`config.mk`:
```
export PLATFORM = sky130hd
export DESIGN_NAME = seg7_capture_flat
export DESIGN_NICKNAME = d
export VERILOG_FILES = /design/src/rtl/seg7_if.sv /design/src/rtl/seg7_capture.sv /design/src/flat_wrapper.sv
export SDC_FILE = /design/constraint.sdc
export NUM_CORES = 1
export LEC_CHECK = 0
export CAP_MARGIN = 20
export CORE_MARGIN = 3
export CORE_UTILIZATION = 30
export CTS_BUF_LIST = sky130_fd_sc_hd__clkbuf_2 sky130_fd_sc_hd__clkbuf_4 sky130_fd_sc_hd__clkbuf_8
export DETAILED_ROUTE_END_ITERATION = 7
export DONT_BUFFER_PORTS = 1
export PLACE_DENSITY = 0.42
export SLEW_MARGIN = 40
export SYNTH_ARGS = -nofsm -noshare
export SYNTH_HDL_FRONTEND = slang
export SYNTH_SLANG_ARGS = --single-unit
export TNS_END_PERCENT = 20
```
`constraint.sdc`:
```
create_clock -name clk -period 1.9 [get_ports clk]
set_input_delay 0.38 -clock clk [delete_from_list [all_inputs] [get_ports clk]]
set_output_delay 0.38 -clock clk [all_outputs]
set_load 0.005 [all_outputs]
```
`src/rtl/seg7_if.sv`:
```
// seg7_if: multiplexed active-low 7-segment bus plus the reconstructed frame it carries
interface seg7_if #(parameter int DIGITS = 4);
    logic [0:6]          seg_in;
    logic [DIGITS-1:0]   an_in;
    logic [4*DIGITS-1:0] value_out;
    logic                frame_valid;
    logic                frame_err;
    modport master (output seg_in, an_in, input value_out, frame_valid, frame_err);
    modport slave (input seg_in, an_in, output value_out, frame_valid, frame_err);
endinterface

```
`src/rtl/seg7_capture.sv`:
```
// seg7_capture: rebuilds the hex word shown on a multiplexed active-low 7-segment display
module seg7_capture #(
    parameter int DIGITS        = 4,
    parameter int STABLE_CYCLES = 4
) (
    input logic   clk,
    input logic   rst,
    seg7_if.slave bus
);
    localparam int CW = $clog2(STABLE_CYCLES);
    localparam int IW = DIGITS > 1 ? $clog2(DIGITS) : 1;
    typedef enum logic [1:0] {IDLE, SETTLE, HELD} state_t;
    state_t              state;
    logic [0:6]          s_seg, p_seg;
    logic [DIGITS-1:0]   s_an, p_an, seen, err, hit, seen_n, err_n;
    logic [CW-1:0]       cnt;
    logic [4*DIGITS-1:0] shadow, shadow_n;
    logic [IW-1:0]       idx;
    logic                onehot, changed, ok;
    logic [3:0]          nib;
    function automatic logic [4:0] decode(input logic [0:6] p);
        case (p)
            7'h01:   decode = 5'h10;
            7'h4F:   decode = 5'h11;
            7'h12:   decode = 5'h12;
            7'h06:   decode = 5'h13;
            7'h4C:   decode = 5'h14;
            7'h24:   decode = 5'h15;
            7'h20:   decode = 5'h16;
            7'h0F:   decode = 5'h17;
            7'h00:   decode = 5'h18;
            7'h0C:   decode = 5'h19;
            7'h08:   decode = 5'h1A;
            7'h60:   decode = 5'h1B;
            7'h31:   decode = 5'h1C;
            7'h42:   decode = 5'h1D;
            7'h30:   decode = 5'h1E;
            7'h38:   decode = 5'h1F;
            default: decode = 5'h00;
        endcase
    endfunction
    // decode the current sample and precompute the shadow/seen/err update for a capture
    always_comb begin
        hit = ~s_an;
        onehot = hit != '0 && (hit & (hit - DIGITS'(1))) == '0;
        idx = '0;
        for (int i = 0; i < DIGITS; i++) if (hit[i]) idx = IW'(i);
        {ok, nib} = decode(s_seg);
        changed = s_seg != p_seg || s_an != p_an;
        seen_n = seen | hit;
        err_n = ok ? err & ~hit : err | hit;
        shadow_n = shadow;
        shadow_n[4*idx +: 4] = nib;
    end
    // sample the bus, track stability, capture digits and publish completed frames
    always_ff @(posedge clk) begin
        if (rst) begin
            s_seg           <= '1;
            s_an            <= '1;
            p_seg           <= '1;
            p_an            <= '1;
            cnt             <= '0;
            state           <= IDLE;
            seen            <= '0;
            err             <= '0;
            shadow          <= '0;
            bus.value_out   <= '0;
            bus.frame_valid <= 1'b0;
            bus.frame_err   <= 1'b0;
        end else begin
            s_seg           <= bus.seg_in;
            s_an            <= bus.an_in;
            bus.frame_valid <= 1'b0;
            if (changed) begin
                p_seg <= s_seg;
                p_an  <= s_an;
                cnt   <= '0;
                state <= onehot ? SETTLE : IDLE;
            end else if (state == SETTLE) begin
                if (cnt == CW'(STABLE_CYCLES - 2)) begin
                    state  <= HELD;
                    shadow <= shadow_n;
                    if (&seen_n) begin
                        bus.value_out   <= shadow_n;
                        bus.frame_err   <= |err_n;
                        bus.frame_valid <= 1'b1;
                        seen            <= '0;
                        err             <= '0;
                    end else begin
                        seen <= seen_n;
                        err  <= err_n;
                    end
                end else begin
                    cnt <= cnt + CW'(1);
                end
            end
        end
    end
endmodule

```
`src/flat_wrapper.sv`:
```
// flat-port wrapper written by rule: the top's interface ports become plain ports
module seg7_capture_flat 
#(
    parameter int DIGITS        = 4,
    parameter int STABLE_CYCLES = 4
)
  (clk, rst, bus_seg_in, bus_an_in, bus_value_out, bus_frame_valid, bus_frame_err);
  seg7_if #(.DIGITS(DIGITS)) bus_i ();
  input logic clk;
  input logic rst;
  input wire logic [$bits(bus_i.seg_in)-1:0] bus_seg_in;
  input wire logic [$bits(bus_i.an_in)-1:0] bus_an_in;
  output wire logic [$bits(bus_i.value_out)-1:0] bus_value_out;
  output wire logic [$bits(bus_i.frame_valid)-1:0] bus_frame_valid;
  output wire logic [$bits(bus_i.frame_err)-1:0] bus_frame_err;
  assign bus_i.seg_in = bus_seg_in;
  assign bus_i.an_in = bus_an_in;
  assign bus_value_out = bus_i.value_out;
  assign bus_frame_valid = bus_i.frame_valid;
  assign bus_frame_err = bus_i.frame_err;
  seg7_capture #(.DIGITS(DIGITS), .STABLE_CYCLES(STABLE_CYCLES)) u_core (.clk(clk), .rst(rst), .bus(bus_i));
endmodule
```
# After elaboration in Yosys (flattened, before gate mapping)
# Index checks and enable logic that the tools add are counted.
dict set report word_totals {
  ff_bits 68
  output_inout_bits 18
  wordCells 73
}
dict set report classes {
  n_addsub 3
  n_eq_ne 19
  shift 2
  mux 13
  n_bitwise 9
  reduce_logical 15
}
# operator n
set op_table {}
lappend op_table {{5-bit one-hot mux with 16 select lines} 1}
lappend op_table {{7-bit by 6-bit equality test with 1-bit output (second input constant)} 5}
lappend op_table {{4-bit negator with 34-bit output} 1}
lappend op_table {{4-bit by 34-bit variable shift with 16-bit output (first input constant)} 1}
lappend op_table {{4-bit by 34-bit variable part select with 16-bit output} 1}
lappend op_table {{7-bit equality test (second input constant)} 4}
lappend op_table {{7-bit by 4-bit equality test with 1-bit output (second input constant)} 3}
lappend op_table {{16-bit bitwise mux} 1}
lappend op_table {{4-bit two-way mux} 3}
lappend op_table {{2-bit two-way mux} 5}
lappend op_table {{4-bit AND} 2}
lappend op_table {{4-bit inverter} 2}
lappend op_table {{4-bit OR} 2}
lappend op_table {{4-bit OR reduction} 2}
lappend op_table {{7-bit by 1-bit equality test with 1-bit output (second input constant)} 1}
lappend op_table {{7-bit by 3-bit equality test with 1-bit output (second input constant)} 1}
lappend op_table {{7-bit by 5-bit equality test with 1-bit output (second input constant)} 1}
lappend op_table {{7-bit zero test} 1}
lappend op_table {{7-bit inequality test} 1}
lappend op_table {{7-bit AND reduction} 1}
lappend op_table {{4-bit zero test} 1}
lappend op_table {{4-bit inequality test} 1}
lappend op_table {{2-bit AND reduction} 2}
lappend op_table {{4-bit AND reduction} 1}
lappend op_table {{other kinds (12)} 17}

# Longest topological paths before layout
dict set report depth {
  word_depth 7
  ltp_mapped 10
  depth_no_buf 9
}

# Least setup slack after synthesis
# Ideal clock, no wire load.
dict set report synth_path {
  kind {register to register}
  startpoint {register u_core.s_an[1]}
  endpoint {register u_core.bus.value_out[14]}
  arrival_time_ns 1.733
  required_time_ns 1.783
  slack_ns 0.050
  path_stages_with_launch 10
  n_path_buf 0
  synth_period_minus_slack_ns 1.850
  cell_sequence {dfxtp_1 -> inv_1 -> a21boi_2 -> inv_1 -> ha_1 -> nand2_1 -> nor3_1 -> inv_1 -> o22ai_1 -> a22o_1}
}
dict set report synth_between {
  elab_chain_len 7
  word_cells_on_any_way 13
  cone_classes {1 x add/sub; 1 x eq/ne; 2 x shift; 4 x mux; 3 x bitwise; 2 x reduce/logical}
}
# element line
set synth_rtl {}
lappend synth_rtl {{from (decl)} seg7_capture.sv:15} ;# logic [DIGITS-1:0] s_an, p_an, seen, err, hit, seen_n, err_n;
lappend synth_rtl {{from (signal assigned)} seg7_capture.sv:72} ;# s_an <= bus.an_in;
lappend synth_rtl {{4-bit inverter} seg7_capture.sv:44} ;# hit = ~s_an;
lappend synth_rtl {{1-bit two-way mux} seg7_capture.sv:47} ;# for (int i = 0; i < DIGITS; i++) if (hit[i]) idx = IW'(i);
lappend synth_rtl {{2-bit two-way mux (2 in a row)} seg7_capture.sv:47}
lappend synth_rtl {{4-bit negator with 34-bit output} seg7_capture.sv:53} ;# shadow_n[4*idx +: 4] = nib;
lappend synth_rtl {{4-bit by 34-bit variable part select with 16-bit output or 4-bit by 34-bit variable shift with 16-bit output (tied branches)} seg7_capture.sv:53}
lappend synth_rtl {{16-bit bitwise mux} seg7_capture.sv:53}
lappend synth_rtl {{to (signal assigned)} seg7_capture.sv:84} ;# bus.value_out <= shadow_n;
lappend synth_rtl {{to (decl)} seg7_if.sv:9} ;# modport slave (input seg_in, an_in, output value_out, frame_valid, frame_err);
# Several ways; a longest one is shown, not always the timed one.
# A chain may end at the register's enable or synchronous reset.

# Worst setup path after layout
dict set report layout_path {
  startpoint {register u_core.p_seg[4] (netlist bit)}
  endpoint {register u_core.shadow[10]}
}
dict set report layout_between {
  elab_chain_len 4
}
# element line
set layout_rtl {}
lappend layout_rtl {{from (decl)} seg7_capture.sv:14} ;# logic [0:6] s_seg, p_seg;
lappend layout_rtl {{from (signal assigned)} seg7_capture.sv:75} ;# p_seg <= s_seg;
lappend layout_rtl {{7-bit inequality test} seg7_capture.sv:49} ;# changed = s_seg != p_seg || s_an != p_an;
lappend layout_rtl {{1-bit logical OR} seg7_capture.sv:49}
lappend layout_rtl {{1-bit inverter (no line)} --}
lappend layout_rtl {{3-bit AND reduction (no line)} --}
lappend layout_rtl {{to (signal assigned)} seg7_capture.sv:82} ;# shadow <= shadow_n;
lappend layout_rtl {{to (decl)} seg7_capture.sv:17} ;# logic [4*DIGITS-1:0] shadow, shadow_n;
# Every way passes these cells.

==> run summary <==
Run status -> finished, violations left
Failing checks -> negative setup slack
Area grow syn2layout -> 23.97%
Slew @ Worst Pin -> 0.4229 ns
# H-tree levels -> 3
Wire per inst -> 15.59 um
CP arrival -> 2.20 ns
Peak VDD IR -> 0.0003156 V
Leakage power -> 1.504 nW
Part of the cycle the worst path needs -> 101.1%
1st-pass router iterations -> 4
Sink Count -> 68
Total global routing overflow -> 0
P per Cell Area -> 744.1 nW/um^2
Final Critical Period -> 1.921 ns
Vias/cell -> 5.015
Sequential-to-total area share from yosys stat -> 41.59%
Clk pwr share -> 40.3%
Slew Viols, Final -> 0
Root Buffer Master -> clkbuf_8
Gp weighted congestion -> 0.7903
Number of synthesized flops with an enable pin -> 0
Post-Syn Area -> 3273 sq um
Antenna cell count -> 0
Core Util, Final -> 38.78%
Mean Syn Cell Area -> 9.771 sq um
Initial antenna violation count -> 0
# DRC -> 0
CTS tree -> yes
DRT iter0 DRCs -> 105
RSZ-0062 raised after global routing -> yes
Reg clk slew, reported paths -> 0.09 ns
# port buffers -> 0
Syn nets -> 353
Post-Place Setup Slack -> -0.1270 ns
FFs w/ async S/R, synth -> 0%
Fmax -> 520.6 MHz
Finish-stage setup viols -> 10
Die Y -> 110.5 um
Max clock buf depth -> 2
Crit. End Element -> flop
Final count of hold timing violations -> 0
Final ANT Viol Nets -> 0
Initial Utilization -> 31.28%
Clock Skew -> 0.01428 ns
Final WS setup -> -0.02092 ns
Number of global-route vias before repair -> 2608
Die footprint -> 12200 sq um
Total CTS buffers -> 9
Max-Cap Viols -> 0
First-pass GRT wire length -> 13610 um
Int Power -> 2.224 mW
Hold buffers post-CTS -> 0
Placed instance area -> 3716 sq um
Max FO, Critical Path -> 4
Layout cells sized above 1 -> 35.77%
Headroom to the max-slew limit -> 71.08%
FF+latch count, synth -> 68
Switch Pwr -> 795.4 uW
Top_reg_cell synth -> dfxtp_1
Net Sw Frac -> 26.34%
Total GRT Usage -> 13.64%
Post-route cell area -> 4058 sq um
Crit path launch type -> flop
Final hold slack -> 0.1251 ns
Core Region -> 10460 sq um
Nets@finish -> 396
Boundary pin count -> 31
DR vias -> 2603
Largest net degree at the start of global routing -> 56
Crit Path Category -> flop to flop
Synth unique cells -> 62
DRT Wirelength -> 8092 um
Power, Total -> 3.019 mW
Rows -> 37
Logic gate share of total power -> 10.9%
WP data required -> 2.18 ns
Die Width -> 110.5 um
Worst-Skew Late Latency -> 0.34 ns
Sequential Power Share -> 48.9%
Worst Hold Class -> input port to flop
Synth Warn # -> 0
Syn Inst Count -> 335
Dpl hpwl -> 5807 um
==> power by group through the flow <==
stage                     Sequential (mW)  Clock [mW]  Combinational (mW)
after floorplan                      1.50           0               0.214
after global placement               1.50           0               0.306
after detailed placement             1.51           0               0.306
after CTS                            1.47        1.26               0.314
after global routing                 1.48        1.32               0.358
final                                1.48        1.22               0.328
==> metal layers <==
metal	vias to the layer above	global-route usage, %	part of all wire (%)
li1	1308	-	-
met1	1235	17.62	46
met5	-	0	0
met2	54	22.90	48
met3	6	3.397	4.8
met4	0	3.202	0.91
==> kinds of logic after synthesis <==
kind of cell | Yosys count | synth area share (%)
compound gates | 75 | 17.20
buf+inv | 33 | 6.613
xor+xnor | 16 | 4.282
simple gates | 137 | 28.06
flops | 68 | 41.59
fa+ha+maj | 5 | 1.911
mux | 1 | 0.3440
==> placed cells by master (no fill, tap or decap), drive strengths merged, types with 5 or more instances in the layout <==
master | synthesis | layout
ha | 5 | 5
clkbuf | 10 | 9
inv | 11 | 13
o211ai | 14 | 14
nand4 | 20 | 20
xor2 | 13 | 13
nor3 | 11 | 11
a21oi | 12 | 12
dfxtp | 68 | 68
a22o | 19 | 19
or2 | 22 | 22
o21ai | 8 | 8
nand3b | 16 | 16
nand3 | 7 | 7
buf | 12 | 54
nor2 | 23 | 23
nand2 | 11 | 11
==> critical path: stages (launching register included) <==
cell,delay [ns]
dfxtp_2,0.35
xor2_4,0.19
nor4_4,0.38
nand2_1,0.12
or4_4,0.53
nor2_4,0.17
a22o_1,0.14
==> cell type report <==
class                      instances  area, sq um
sequential                        68         1374
fill                            1094         6405
inverter                          11        41.29
clock inverter                     7        73.82
clock buffer                       9        123.9
multi-input combinational        234         1815
tap                              136        170.2
timing repair buffer              54        459.2
==> synth_stat cells, types with 4 or more instances <==
cell type / number / area share, %
dfxtp_1: 68 / 42
or2_2: 22 / 4.2
a22o_1: 19 / 5.1
nor2_1: 19 / 2.2
nand3b_1: 16 / 3.7
nand4_1: 16 / 3.1
o211ai_1: 14 / 3.2
xor2_1: 13 / 3.5
a21oi_1: 12 / 1.8
inv_1: 11 / 1.3
nand2_1: 11 / 1.3
nor3_1: 10 / 1.5
buf_2: 7 / 1.1
nand3_1: 7 / 1.1
clkbuf_1: 5 / 0.57
clkbuf_8: 5 / 2.1
ha_1: 5 / 1.9
o21ai_0: 5 / 0.76
buf_6: 4 / 1.4
nand2b_1: 4 / 0.76
nor2_4: 4 / 1.4
nor2b_1: 4 / 0.76
==> path summary, 6_finish.rpt <==
check | from | endpoint | slack, ns | cells after the start
setup / recovery | u_core.p_seg[4]$_SDFFE_PP1N_ | u_core.shadow[10]$_SDFFE_PP0P_ | -0.02 | 6
hold reg to reg | u_core.err[2]$_SDFFE_PP0P_ | u_core.err[2]$_SDFFE_PP0P_ | 0.47 | 2
setup reg to reg | u_core.p_seg[4]$_SDFFE_PP1N_ | u_core.shadow[10]$_SDFFE_PP0P_ | -0.02 | 6
hold / removal | rst | u_core.state[0]$_SDFFE_PP0P_ | 0.13 | 1
==> state kept, by name (all words and copies together) (netlist names) <==
signal	count
u_core.bus.value_out	16
u_core.err	4
u_core.p_an	4
u_core.s_seg	7
u_core.state	2
u_core.p_seg	7
u_core.shadow	16
u_core.bus.frame_err	1
u_core.bus.frame_valid	1
u_core.s_an	4
u_core.seen	4
u_core.cnt	2
==> metrics by stage <==
| step | cells | TNS, ns |
|---|---|---|
| after floorplan | 335 | 0 |
| after global placement | 502 | -0.3488 |
| after detailed placement | 502 | -0.7222 |
| after CTS | 519 | -0.1718 |
| after global routing | 519 | -1.663 |
| final | 519 | -0.07388 |
==> timing repair <==
item / CTS / global route
buffers inserted: 1 / 0
pin swaps: 9 / 8
gates resized for setup: 13 / 20
endpoints found under the hold margin: 0 / 0
setup endpoints to repair: 25 / 37
Note: power is estimated with default switching activity, not from simulation.
